===== src/rtl/cdb_broadcast.sv =====
// CDB transmit side: per-source one-entry holding registers, round-robin arbiter,
// and a registered tag/data broadcast stage with flush and reset.

module cdb_hold_lane #(
  parameter int TAG_W  = 10,
  parameter int DATA_W = 64
) (
  input  logic              clk,
  input  logic              reset,
  input  logic              flush,
  input  logic              in_valid,
  input  logic [TAG_W-1:0]  in_tag,
  input  logic [DATA_W-1:0] in_data,
  input  logic              grant,
  output logic              ready,
  output logic              hold_v,
  output logic [TAG_W-1:0]  hold_tag,
  output logic [DATA_W-1:0] hold_data
);
  // A granted entry drains this edge, so the slot can refill in the same cycle.
  assign ready = !reset && !flush && (!hold_v || grant);

  always_ff @(posedge clk) begin
    if (reset || flush) begin
      hold_v <= 1'b0;
    end else if (in_valid && ready) begin
      hold_v    <= 1'b1;
      hold_tag  <= in_tag;
      hold_data <= in_data;
    end else if (grant) begin
      hold_v <= 1'b0;
    end
  end
endmodule

module cdb_broadcast #(
  parameter int NUM_SRC = 4,
  parameter int TAG_W   = 10,
  parameter int DATA_W  = 64
) (
  input  logic                        clk,
  input  logic                        reset,
  input  logic                        flush,
  input  logic [NUM_SRC-1:0]          src_valid,
  output logic [NUM_SRC-1:0]          src_ready,
  input  logic [NUM_SRC*TAG_W-1:0]    src_tag,
  input  logic [NUM_SRC*DATA_W-1:0]   src_data,
  output logic                        cdb_valid,
  output logic [TAG_W-1:0]            cdb_tag,
  output logic [DATA_W-1:0]           cdb_data,
  output logic [$clog2(NUM_SRC)-1:0]  cdb_src
);
  localparam int SRC_W = $clog2(NUM_SRC);

  logic [NUM_SRC-1:0]             hold_v;
  logic [NUM_SRC-1:0]             grant;
  logic [NUM_SRC-1:0][TAG_W-1:0]  hold_tag;
  logic [NUM_SRC-1:0][DATA_W-1:0] hold_data;
  logic [SRC_W-1:0]               ptr;
  logic [SRC_W-1:0]               gnt_idx;
  logic                           gnt_any;

  for (genvar g = 0; g < NUM_SRC; g++) begin : g_lane
    cdb_hold_lane #(.TAG_W(TAG_W), .DATA_W(DATA_W)) u_lane (
      .clk      (clk),
      .reset    (reset),
      .flush    (flush),
      .in_valid (src_valid[g]),
      .in_tag   (src_tag[g*TAG_W +: TAG_W]),
      .in_data  (src_data[g*DATA_W +: DATA_W]),
      .grant    (grant[g]),
      .ready    (src_ready[g]),
      .hold_v   (hold_v[g]),
      .hold_tag (hold_tag[g]),
      .hold_data(hold_data[g])
    );
  end

  // First pending entry scanning upward from ptr, wrapping at NUM_SRC.
  always_comb begin
    gnt_any = 1'b0;
    gnt_idx = '0;
    grant   = '0;
    for (int k = 0; k < NUM_SRC; k++) begin
      int idx;
      idx = int'(ptr) + k;
      if (idx >= NUM_SRC) idx = idx - NUM_SRC;
      if (!gnt_any && hold_v[SRC_W'(idx)]) begin
        gnt_any = 1'b1;
        gnt_idx = SRC_W'(idx);
      end
    end
    if (gnt_any) grant[gnt_idx] = 1'b1;
  end

  always_ff @(posedge clk) begin
    if (reset || flush) begin
      if (reset) ptr <= '0;
      cdb_valid <= 1'b0;
      cdb_tag   <= '0;
      cdb_data  <= '0;
      cdb_src   <= '0;
    end else if (gnt_any) begin
      ptr       <= (gnt_idx == SRC_W'(NUM_SRC-1)) ? '0 : gnt_idx + SRC_W'(1);
      cdb_valid <= 1'b1;
      cdb_tag   <= hold_tag[gnt_idx];
      cdb_data  <= hold_data[gnt_idx];
      cdb_src   <= gnt_idx;
    end else begin
      cdb_valid <= 1'b0;
      cdb_tag   <= '0;
      cdb_data  <= '0;
      cdb_src   <= '0;
    end
  end
endmodule


===== config.mk =====
export PLATFORM = sky130hd
export DESIGN_NAME = cdb_broadcast
export DESIGN_NICKNAME = d
export VERILOG_FILES = /design/src/rtl/cdb_broadcast.sv
export SDC_FILE = /design/constraint.sdc
export NUM_CORES = 1
export LEC_CHECK = 0
export ABC_AREA = 1
export BUFFER_PORTS_ARGS = -buffer_cell sky130_fd_sc_hd__buf_2
export CAP_MARGIN = 30
export CORE_MARGIN = 2
export CORE_UTILIZATION = 25
export DETAILED_ROUTE_END_ITERATION = 10
export PLACE_DENSITY = 0.49
export RECOVER_POWER = 100
export SYNTH_ARGS = -nofsm -noshare
export SYNTH_HDL_FRONTEND = slang
export SYNTH_SLANG_ARGS = --single-unit

===== constraint.sdc =====
create_clock -name clk -period 7.2 [get_ports clk]
set_input_delay 0.36 -clock clk [delete_from_list [all_inputs] [get_ports clk]]
set_output_delay 0.36 -clock clk [all_outputs]
set_load 0.03 [all_outputs]

==> metrics.txt <==
clk slew on worst S/H paths 0.06 ns; crit path buf inv count 2; count of cell types in the netlist 21; Synth warnings 0; status finished, violations left; CP required 7.40 ns; crit-path most repeated cell nand2_1; Final ANT Viol Nets 0; startpoint types flop; max cap viols 7; TritonCTS clock tree done; final setup vio count 0; critical path class flop to flop; RSZ-0062 raised after global routing no; aggregate global routing overflow 0; syn_nets about 1.5k; vias 11.6k; critical path peak fanout 89; Syn Inst Count roughly 1.2k; violations in the final reports max-capacitance violations, max-slew violations; height of the die 243 µm; Mapped Area 0.0143 mm²; Fin Clk Skew 0.0184 ns; Initial DRT Pass Iterations 5; Fin Setup TNS 0 ns; worst skew pair latency 0.55 ns; Sink Count 379; Hold Startpoint src_valid[1]; first-pass GRT wire length 71.0 mm; final cell count without fillers between 2k and 3k; Initial Util 25.3%; critical path arrival 5.58 ns; Seq/Total Area, Yosys 73.9%; # rows 87; reg2reg start ptr[0]; CP cell instances inv_1, nand2_1, nand2_1, nand2_1, nand2_1, nand2_1, nand2_1, nor2_1, nand2_8, nand2_8, nand2_1, nand2_1, nand2_1, nor2_1, buf_12; DP Cell Count ~2.2k; DP HPWL 29.5 mm; Post-CTS Setup Inserts 0; critical path's top delay family simple AND/OR/NAND/NOR gates; core footprint between 0.05 and 0.06 mm²; Rel. slew slack -44.1%; routability cong. 0.798; Routed WL about 47 mm; Die Area 0.0592 mm²; Vias/cell between 4 and 5; CP max stage cell nor2_1; Static Leak 8.19 nW; min cycle time layout 5.38 ns; nets 2,118; Cell Pwr Density 290 mW/mm²; Pins Over Slew Limit approximately 340; clk buf depth 3; Max Clk Rate 0.186 GHz; num ports 384; DR DRC count 0; P&R area growth vs syn 46.4%; syn avg cell area 12.2 µm²; initial antenna violation count 6; vias in the first global route 12.1k; Peak VDD IR between 150 and 200 µV; Avg WL per Cell 18.1 µm; worst stage delay on the critical path ~1.2 ns; worst hold path type input port to flop; Post-CTS Resized 0; Total GRT Usage 15.6%; die width 243 µm; most frequent cells in the layout 298 x edfxtp_1, 296 x dlygate4sd3_1, 207 x buf_2; PortBufs 383; measured slew at the worst slew-check pin 2.16 ns; period utilization between 70% and 80%; Final Hold Viols 0; Iter 0 DRT Violations approximately 640; share of post-route cells with drive strength above 1 16.0%; root buffer cell clkbuf_16; flops & latches, synth ~380; TritonCTS Buffers 43; worst setup path startpoint ptr[0]; largest net degree at the start of global routing 92; H-tree levels 2; endpoint class of the critical path flop; most common cell after layout, fill and taps aside edfxtp_1
-- where the power goes --
group / leakage [nW] / switching (mW) / internal (mW)
combinational: 4.14 / 0.993 / 0.430
sequential: 3.39 / 0.0409 / 2.49
clock: 0.658 / 0.890 / 1.23
-- kinds of logic (layout without fill, tap and decap cells) --
family / count (synthesis) / in the layout / share of synthesized area, %
and+or+nand+nor: 671 / 671 / 21.9
DFF: 379 / 379 / 73.9
buffers and inverters: 113 / 792 / 4.01
AOI/OAI and AO/OA: 6 / 6 / 0.254
other: 0 / 4 / 0
-- final timing paths --
kind,endpoint,slack [ns],depth (start not counted)
worst max-delay path,g_lane[3].u_lane.hold_data[7],1.82,15
worst min-delay path,g_lane[1].u_lane.hold_v,0.09,3
worst max register to register,g_lane[3].u_lane.hold_data[7],1.82,15
worst min register to register,g_lane[1].u_lane.hold_v,0.53,2
-- flip-flops by register name, summed over array words and instances, names as in the netlist --
signal / count
ptr: 2
g_lane.u_lane.hold_tag: 40
cdb_tag: 10
g_lane.u_lane.hold_v: 4
g_lane.u_lane.hold_data: 256
cdb_src: 2
cdb_data: 64
cdb_valid: 1
-- layer usage --
layer	global-route usage, %	routed length, µm	up-vias	share of wire (%)
met5	0	24	-	0.051
met4	5.90	1440	4	3.1
met3	2.59	2180	102	4.6
met2	27.0	23700	385	50
met1	19.5	19900	5581	42
li1	-	-	5504	-
-- worst register-to-register path: stages, from the launching register on --
cell and delay [ns]:
edfxtp_1 0.63, inv_1 0.25, nand2_1 0.14, nand2_1 0.11
nand2_1 0.12, nand2_1 0.11, nand2_1 0.08, nand2_1 0.14
nor2_1 0.32, nand2_8 0.41, nand2_8 0.66, nand2_1 0.16
nand2_1 0.11, nand2_1 0.08, nor2_1 1.20, buf_12 0.45
-- area by class of cell --
class	instances	area, µm²
antenna	4	10.0
clock buffer	58	1180
clock inverter	20	165
fill	5479	35500
inverter	20	75.1
multi-input combinational	677	3200
sequential	379	10600
tap	756	946
timing repair buffer	694	4800
-- synthesized netlist by cell type --
library cell  instances  area, µm²
a21boi_2              1       11.3
a21oi_1               5       25.0
buf_1                 7       26.3
buf_2                57        285
buf_4                17        128
buf_6                 2       22.5
clkbuf_1             10       37.5
dfxtp_1              81       1620
edfxtp_1            298       8950
inv_1                16       60.1
inv_2                 4       15.0
nand2_1             199        747
nand2_2               1       6.26
nand2_4               2       22.5
nand3_1             153        766
nand3_2               2       20.0
nand4_1             150        938
nor2_1              160        601
nor2_2                2       12.5
nor2_4                1       11.3
or2_2                 1       6.26
-- stage by stage --
step / hold slack (ns) / power (mW) / utilization [%] / worst slack (ns) / cell area [µm²]
5_1_grt: 0.0808 / 6.39 / 37.1 / 1.19 / 20900
4_1_cts: 0.00168 / 6.17 / 37.6 / 2.67 / 21200
3_5_place_dp: 0.523 / 3.90 / 30.0 / 2.74 / 16900
3_3_place_gp: 0.508 / 3.89 / 29.9 / 2.58 / 16900
2_1_floorplan: 0.459 / 3.52 / - / 1.93 / 14300
6_report: 0.0858 / 6.07 / 37.1 / 1.82 / 20900
-- timing repair --
action	4_1_cts	5_1_grt
hold endpoints to repair	294	2
setup endpoints to repair	0	0
hold buffers	294	2
Power figures use the tool's default switching activity.
